`src/rtl/pipe_stage_reg_if.sv`:
```
// Handshake/bus bundle between a pipeline stage and its inter-stage register.
// Master drives the upstream fields and controls; slave (the register) drives the out_* fields.
interface pipe_stage_reg_if #(
    parameter int unsigned DATA_W = 128,
    parameter int unsigned TNEW_W = 2,
    parameter int unsigned EXC_W  = 5,
    parameter int unsigned CNT_W  = 16
);
    logic              en;
    logic              flush;
    logic              req;
    logic              in_valid;
    logic [DATA_W-1:0] in_payload;
    logic [31:0]       in_pc;
    logic              in_bd;
    logic [TNEW_W-1:0] in_tnew;
    logic              in_wr_en;
    logic [4:0]        in_wr_addr;
    logic [EXC_W-1:0]  in_exc;
    logic [EXC_W-1:0]  new_exc;

    logic              out_valid;
    logic [DATA_W-1:0] out_payload;
    logic [31:0]       out_pc;
    logic              out_bd;
    logic [TNEW_W-1:0] out_tnew;
    logic              out_wr_en;
    logic [4:0]        out_wr_addr;
    logic [EXC_W-1:0]  out_exc;
    logic [CNT_W-1:0]  bubble_cnt;

    modport master (
        output en, flush, req, in_valid, in_payload, in_pc, in_bd, in_tnew,
               in_wr_en, in_wr_addr, in_exc, new_exc,
        input  out_valid, out_payload, out_pc, out_bd, out_tnew, out_wr_en,
               out_wr_addr, out_exc, bubble_cnt
    );

    modport slave (
        input  en, flush, req, in_valid, in_payload, in_pc, in_bd, in_tnew,
               in_wr_en, in_wr_addr, in_exc, new_exc,
        output out_valid, out_payload, out_pc, out_bd, out_tnew, out_wr_en,
               out_wr_addr, out_exc, bubble_cnt
    );
endinterface

```
`src/rtl/pipe_stage_reg.sv`:
```
// Generic MIPS inter-stage pipeline register with stall, bubble, exception flush,
// stage-local exception merge and a saturating bubble counter.
module pipe_stage_reg #(
    parameter int unsigned DATA_W   = 128,
    parameter int unsigned TNEW_W   = 2,
    parameter int unsigned TNEW_DEC = 1,
    parameter int unsigned EXC_W    = 5,
    parameter int unsigned CNT_W    = 16,
    parameter logic [31:0] REQ_PC   = 32'h0000_4180
) (
    input logic             clk,
    input logic             reset,
    pipe_stage_reg_if.slave bus
);
    localparam logic [TNEW_W-1:0] TNEW_DEC_V = TNEW_W'(TNEW_DEC);

    logic [TNEW_W-1:0] tnew_c;
    logic [EXC_W-1:0]  exc_c;
    logic              wr_en_c;

    // Saturating T_new decrement; older exception wins; bubbles carry no exception.
    always_comb begin
        tnew_c  = '0;
        exc_c   = '0;
        wr_en_c = 1'b0;
        if (bus.in_tnew > TNEW_DEC_V) begin
            tnew_c = bus.in_tnew - TNEW_DEC_V;
        end
        if (bus.in_valid) begin
            exc_c = (bus.in_exc != '0) ? bus.in_exc : bus.new_exc;
        end
        wr_en_c = bus.in_wr_en & bus.in_valid & (bus.in_wr_addr != 5'd0);
    end

    always_ff @(posedge clk) begin
        if (reset) begin
            bus.out_valid   <= 1'b0;
            bus.out_payload <= '0;
            bus.out_pc      <= 32'd0;
            bus.out_bd      <= 1'b0;
            bus.out_tnew    <= '0;
            bus.out_wr_en   <= 1'b0;
            bus.out_wr_addr <= 5'd0;
            bus.out_exc     <= '0;
            bus.bubble_cnt  <= '0;
        end else if (bus.req) begin
            bus.out_valid   <= 1'b0;
            bus.out_payload <= '0;
            bus.out_pc      <= REQ_PC;
            bus.out_bd      <= 1'b0;
            bus.out_tnew    <= '0;
            bus.out_wr_en   <= 1'b0;
            bus.out_wr_addr <= 5'd0;
            bus.out_exc     <= '0;
        end else if (bus.flush) begin
            // Bubble keeps PC/BD so EPC is still right when it reaches M.
            bus.out_valid   <= 1'b0;
            bus.out_payload <= '0;
            bus.out_pc      <= bus.in_pc;
            bus.out_bd      <= bus.in_bd;
            bus.out_tnew    <= '0;
            bus.out_wr_en   <= 1'b0;
            bus.out_wr_addr <= 5'd0;
            bus.out_exc     <= '0;
            if (bus.bubble_cnt != '1) begin
                bus.bubble_cnt <= bus.bubble_cnt + CNT_W'(1);
            end
        end else if (bus.en) begin
            bus.out_valid   <= bus.in_valid;
            bus.out_payload <= bus.in_payload;
            bus.out_pc      <= bus.in_pc;
            bus.out_bd      <= bus.in_bd;
            bus.out_tnew    <= tnew_c;
            bus.out_wr_en   <= wr_en_c;
            bus.out_wr_addr <= bus.in_wr_addr;
            bus.out_exc     <= exc_c;
        end
    end
endmodule

```
`src/flat_wrapper.sv`:
```
// flat-port wrapper written by rule: the top's interface ports become plain ports
module pipe_stage_reg_flat 
#(
    parameter int unsigned DATA_W   = 128,
    parameter int unsigned TNEW_W   = 2,
    parameter int unsigned TNEW_DEC = 1,
    parameter int unsigned EXC_W    = 5,
    parameter int unsigned CNT_W    = 16,
    parameter logic [31:0] REQ_PC   = 32'h0000_4180
)
  (clk, reset, bus_en, bus_flush, bus_req, bus_in_valid, bus_in_payload, bus_in_pc, bus_in_bd, bus_in_tnew, bus_in_wr_en, bus_in_wr_addr, bus_in_exc, bus_new_exc, bus_out_valid, bus_out_payload, bus_out_pc, bus_out_bd, bus_out_tnew, bus_out_wr_en, bus_out_wr_addr, bus_out_exc, bus_bubble_cnt);
  pipe_stage_reg_if #(.DATA_W(DATA_W), .TNEW_W(TNEW_W), .EXC_W(EXC_W), .CNT_W(CNT_W)) bus_i ();
  input logic clk;
  input logic reset;
  input wire logic [$bits(bus_i.en)-1:0] bus_en;
  input wire logic [$bits(bus_i.flush)-1:0] bus_flush;
  input wire logic [$bits(bus_i.req)-1:0] bus_req;
  input wire logic [$bits(bus_i.in_valid)-1:0] bus_in_valid;
  input wire logic [$bits(bus_i.in_payload)-1:0] bus_in_payload;
  input wire logic [$bits(bus_i.in_pc)-1:0] bus_in_pc;
  input wire logic [$bits(bus_i.in_bd)-1:0] bus_in_bd;
  input wire logic [$bits(bus_i.in_tnew)-1:0] bus_in_tnew;
  input wire logic [$bits(bus_i.in_wr_en)-1:0] bus_in_wr_en;
  input wire logic [$bits(bus_i.in_wr_addr)-1:0] bus_in_wr_addr;
  input wire logic [$bits(bus_i.in_exc)-1:0] bus_in_exc;
  input wire logic [$bits(bus_i.new_exc)-1:0] bus_new_exc;
  output wire logic [$bits(bus_i.out_valid)-1:0] bus_out_valid;
  output wire logic [$bits(bus_i.out_payload)-1:0] bus_out_payload;
  output wire logic [$bits(bus_i.out_pc)-1:0] bus_out_pc;
  output wire logic [$bits(bus_i.out_bd)-1:0] bus_out_bd;
  output wire logic [$bits(bus_i.out_tnew)-1:0] bus_out_tnew;
  output wire logic [$bits(bus_i.out_wr_en)-1:0] bus_out_wr_en;
  output wire logic [$bits(bus_i.out_wr_addr)-1:0] bus_out_wr_addr;
  output wire logic [$bits(bus_i.out_exc)-1:0] bus_out_exc;
  output wire logic [$bits(bus_i.bubble_cnt)-1:0] bus_bubble_cnt;
  assign bus_i.en = bus_en;
  assign bus_i.flush = bus_flush;
  assign bus_i.req = bus_req;
  assign bus_i.in_valid = bus_in_valid;
  assign bus_i.in_payload = bus_in_payload;
  assign bus_i.in_pc = bus_in_pc;
  assign bus_i.in_bd = bus_in_bd;
  assign bus_i.in_tnew = bus_in_tnew;
  assign bus_i.in_wr_en = bus_in_wr_en;
  assign bus_i.in_wr_addr = bus_in_wr_addr;
  assign bus_i.in_exc = bus_in_exc;
  assign bus_i.new_exc = bus_new_exc;
  assign bus_out_valid = bus_i.out_valid;
  assign bus_out_payload = bus_i.out_payload;
  assign bus_out_pc = bus_i.out_pc;
  assign bus_out_bd = bus_i.out_bd;
  assign bus_out_tnew = bus_i.out_tnew;
  assign bus_out_wr_en = bus_i.out_wr_en;
  assign bus_out_wr_addr = bus_i.out_wr_addr;
  assign bus_out_exc = bus_i.out_exc;
  assign bus_bubble_cnt = bus_i.bubble_cnt;
  pipe_stage_reg #(.DATA_W(DATA_W), .TNEW_W(TNEW_W), .TNEW_DEC(TNEW_DEC), .EXC_W(EXC_W), .CNT_W(CNT_W), .REQ_PC(REQ_PC)) u_core (.clk(clk), .reset(reset), .bus(bus_i));
endmodule
```
`config.mk`:
```
export PLATFORM = sky130hd
export DESIGN_NAME = pipe_stage_reg_flat
export DESIGN_NICKNAME = d
export VERILOG_FILES = /design/src/rtl/pipe_stage_reg_if.sv /design/src/rtl/pipe_stage_reg.sv /design/src/flat_wrapper.sv
export SDC_FILE = /design/constraint.sdc
export NUM_CORES = 1
export LEC_CHECK = 0
export ABC_AREA = 1
export CORE_ASPECT_RATIO = 0.5
export CORE_MARGIN = 3
export CORE_UTILIZATION = 39
export CTS_CLUSTER_DIAMETER = 120
export DETAILED_ROUTE_END_ITERATION = 10
export MAX_ROUTING_LAYER = met4
export PLACE_DENSITY = 0.85
export SETUP_SLACK_MARGIN = 0.3
export SLEW_MARGIN = 20
export SYNTH_ARGS = -nofsm -noshare
export SYNTH_HDL_FRONTEND = slang
export SYNTH_SLANG_ARGS = --single-unit
```
`constraint.sdc`:
```
create_clock -name clk -period 1.5 [get_ports clk]
set_input_delay 0.3 -clock clk [delete_from_list [all_inputs] [get_ports clk]]
set_output_delay 0.3 -clock clk [all_outputs]
set_load 0.02 [all_outputs]
```
# Word level (Yosys, flattened, before mapping)
# Index checks and enable logic that the tools add are counted.
[totals]
inputBits = 185
out_inout_bits = 191
reg_bits = 191
[op_classes]
bitwise_logic = 3
n_eq_ne = 1
muxes = 8
addsub = 2
n_lt_le_gt_ge = 1
n_reduce_logical = 7
[op_table]
columns = ["operator", "n"]
rows = [
  ["$mux W32", 2],
  ["$add A16 B1 Y16 const B", 1],
  ["$ne A16 B16 Y1 const B", 1],
  ["$mux W15", 1],
  ["$mux W5", 2],
  ["$reduce_bool A5 Y1", 2],
  ["$reduce_and A3 Y1", 1],
  ["$reduce_bool A3 Y1", 1],
  ["$reduce_or A3 Y1", 1],
  ["$and A1 B1 Y1", 2],
  ["$gt A2 B1 Y1 const B", 1],
  ["$mux W1", 2],
  ["$mux W2", 1],
  ["$reduce_bool A2 Y1", 1],
  ["$reduce_or A2 Y1", 1],
  ["$sub A2 B1 Y2 const B", 1],
  ["$not A1 Y1", 1],
]

# Longest topological paths before layout
[logic_depth]
word_depth = 3
ltp_mapped = 9
ltp_nobuf = 9

# Worst setup path after synthesis
# OpenSTA, ideal clock, no wires.
[synth_path]
kind = "register -> register"
startpoint = "register u_core.bus.bubble_cnt[0] (netlist bit)"
endpoint = "register u_core.bus.bubble_cnt[15] (netlist bit)"
setup_time_ns = 0.115
slack_ns = 0.016
arrival_ns = 1.369
path_buffers = 1
stages_incl_launch_ff = 8
required_time_ns = 1.385
path_cell_list = "dfxtp_1 ha_1 inv_1 nor2_4 nand4_4 buf_6 a21oi_1 nor2_1"
[synth_via]
elab_chain_cells = 2
word_cells_on_any_way = 3
[synth_lines]
columns = ["item", "line_no", "text"]
rows = [
  ["start: declaration", "pipe_stage_reg_if.sv:43", "out_wr_addr, out_exc, bubble_cnt"],
  ["start signal: assignment", "pipe_stage_reg.sv:66", "bus.bubble_cnt <= bus.bubble_cnt + CNT_W'(1);"],
  ["parallel branches: the longest is 2 deep, another holds $add A16 B1 Y16", "--", ""],
]
# Parallel ways; which one is timed is not known.
# A chain may end at the register's enable or synchronous reset.

# Worst setup path after layout
[layout_path]
startpoint = "register u_core.bus.bubble_cnt[8] (netlist bit)"
endpoint = "register u_core.bus.bubble_cnt[15] (netlist bit)"
# Same word-level chain as after synthesis.

==> reports/results.txt <==
Status = completed
Reg power frac = 46.4%
Gpl congestion = 0.9055
Final #Nets = 1540
Dpl hpwl = 18890 um
Min-delay worst type = primary input to flip-flop
Delay-heaviest family, CP = simple AND/OR/NAND/NOR gates
DRC viols = 0
TritonCTS buffer count = 17
Max_cap viols = 0
Sw Ratio = 24.83%
Cell chain of the critical path = nand2_1 -> nor2_2 -> nand3_1 -> nor2_1 -> nand3_2 -> nand2_2 -> nor2_2
Total grt overflow = 0
Row count = 33
Mean Syn Cell Area = 7.526 um^2
Buf/Inv on CP = 0
Setup violations, final = 0
Cell leakage power = 5.425 nW
Worst clock skew = 0.009864 ns
Root Driver = clkbuf_16
Power Internal = 8.528 mW
Syn-to-layout area delta = 84.02%
#FFs+latches synth = 191
Peak supply drop = 0.8835 mV
GRT Util Overall = 26.63%
FILL cells = 1100
P_sw = 2.817 mW
Vias in the first global route = 7683
Mapped Nets = 1117
Die Y = 100.8 um
Register area share after synthesis = 54.57%
DRT antenna net count = 0
Core ar. = 16970 um^2
Multi-input logic area = 3075 um^2
Initial core utilization = 41.29%
Logic gate share of total power = 13.3%
WHS = 0.2460 ns
CTS max path bufs = 2
H-tree levels = 4
Mapped Cells = 931
Hold Buf Count CTS = 0
Crit path max fanout = 4
Boundary Pins = 376
Area occupied by registers = 4105 um^2
Finished Cell Area = 12890 um^2
Vias per cell = 5.075
Clk network pwr share = 40.2%
RSZ-0062 raised after global routing = true
Clk slew on worst S/H paths = 0.07 ns
Slew headroom = 74.01%
Synth Warn # = 0
Layout cells sized above 1 = 40.85%
First-pass GRT wire length = 40700 um
Startpoint types = flip-flop
Setup_tns = 0 ns
Die area = 19710 um^2
Worst Setup End Kind = flip-flop
Ant. Diodes = 0
Initial antenna violation count = 0
Final min period = 1.476 ns
Critical path's largest stage delay = 0.38 ns
Actual slew at the worst max-slew pin = 0.3898 ns
DRT iter0 DRCs = 535
Most used cell, CP = nor2_2
Worst path required time = 1.81 ns
Critical Path AT = 1.78 ns
Port Buffer Count = 375
Slew Limit Fails = 0
Slowest cell on crit path = dfxtp_4
Maximum clock frequency = 677.5 MHz
Final Hold Viols = 0
TritonRoute pass-1 iters = 6
Period utilisation layout = 98.41%
Synth Cell Area = 7007 um^2
Total wire length = 28520 um
Sinks on Clock Net = 191
Vias = 8085
CTS tree = built
Critical path class = flip-flop to flip-flop
Placed Area = 11100 um^2
Unique cell type count in the Yosys netlist = 22
Clock Latency Late Sink = 0.42 ns
DIE WIDTH = 195.6 um
Largest net degree at the start of global routing = 76
Cell Pwr Density = 879.9 nW/um^2
Post-DR wirelength/cell = 17.91 um
area by class of cell:
class / count / share of cell area (%)
clock buffers: 20 / 3.464
clock inverters: 11 / 1.038
inverters: 25 / 0.7860
multi-input cells: 661 / 23.85
flip-flops and latches: 191 / 31.84
well taps: 227 / 2.203
repair buffers: 458 / 36.82
placed cells by master (no fill, tap or decap), types with 2 or more instances in the layout:
cell type          n
nand2_4            3
a21oi_1          153
inv_1             18
clkinvlp_4         4
o21ai_0           33
buf_4             73
nand2_1          315
a21oi_2            8
nor2_1            82
nand2_2            8
dlymetal6s2s_1     3
dfxtp_4           17
nand4_1            2
inv_6              3
nand4_4            4
clkdlybuf4s50_1  179
inv_4              3
bufinv_16          2
buf_6            189
inv_2              4
clkinv_4           2
nor2_4             8
nand3_1           15
dfxtp_2          174
nor2_2            18
buf_12            11
nand3_2            4
clkbuf_1           2
o21bai_1           2
clkbuf_16         17
flip-flops by register name, summed over array words and instances (netlist names):
signal,count
u_core.bus.out_pc,32
u_core.bus.out_valid,1
u_core.bus.out_bd,1
u_core.bus.out_tnew,2
u_core.bus.out_wr_en,1
u_core.bus.bubble_cnt,16
u_core.bus.out_exc,5
u_core.bus.out_payload,128
u_core.bus.out_wr_addr,5
Yosys cell counts:
cell type    n  area (um^2)
nand3_1     20        100.1
nand4_4      1        21.27
nor2_2       2        12.51
nor2_4       4        45.04
nor3_1       2        10.01
o21ai_0     34        170.2
ha_1         1        12.51
clkbuf_1    36        135.1
nor2_1     102        382.9
buf_6        3        33.78
o21bai_1     2        15.01
inv_2        3        11.26
buf_1        1        3.750
buf_2       17        85.08
nand2_4      1        11.26
a21oi_1    161        805.8
nand3b_1     1        7.510
nand2_1    323         1212
inv_1       22        82.58
nand2_2      2        12.51
nand4_1      2        12.51
dfxtp_1    191         3824
stage by stage:
stage / std cells / worst slack [ns] / utilization (%) / total power [mW]
floorplan: 931 / 0.2736 / - / 5.880
global placement: 1496 / -0.2571 / 65.42 / 6.742
detailed placement: 1496 / -0.3535 / 65.42 / 6.770
CTS: 1550 / 0.1933 / 68.96 / 11.25
global route: 1593 / 0.05819 / 75.98 / 11.75
finish: 1593 / 0.02389 / 75.98 / 11.35
what timing repair did:
action                                  CTS  global route
resized for setup                      1055           335
cloned                                    3             0
pin swaps                                 7            17
setup endpoints to repair               336           289
buffers inserted                         20            43
endpoints found under the hold margin     0             0
routing by layer:
layer	global-route usage (%)	wire length (um)
met4	11.93	1323
met5	-	0
met2	46.58	15030
met1	29.75	10510
met3	5.676	1660
worst register-to-register path, cell delays in order (launching register included):
cell	delay, ns
dfxtp_4	0.38
nand2_1	0.12
nor2_2	0.20
nand3_1	0.13
nor2_1	0.29
nand3_2	0.12
nand2_2	0.09
nor2_2	0.04
power groups by stage:
stage                     registers [mW]  logic (mW)  clock network (mW)
after floorplan                     5.49       0.386                   0
after global placement              5.35        1.39                   0
after detailed placement            5.36        1.41                   0
after CTS                           5.25        1.38                4.62
after global routing                5.28        1.61                4.85
final                               5.27        1.51                4.56
kinds of logic after synthesis:
logic type               count (synthesis)  synth area share [%]
AO/OA/AOI/OAI                          197                 14.14
AND/OR/NAND/NOR                        460                 26.09
buffers and inverters                   82                 5.018
adder cells (fa/ha/maj)                  1                0.1785
flip-flops                             191                 54.57
final timing paths:
| check | start | end | slack (ns) | depth (start not counted) |
|---|---|---|---|---|
| worst max-delay path | u_core.bus.bubble_cnt[8] | u_core.bus.bubble_cnt[15] | 0.02 | 7 |
| worst min-delay path | bus_en | u_core.bus.out_valid | 0.25 | 3 |
| worst max register to register | u_core.bus.bubble_cnt[8] | u_core.bus.bubble_cnt[15] | 0.02 | 7 |
| worst min register to register | u_core.bus.out_payload[21] | u_core.bus.out_payload[21] | 0.47 | 2 |
(Power assumes the default switching activity.)
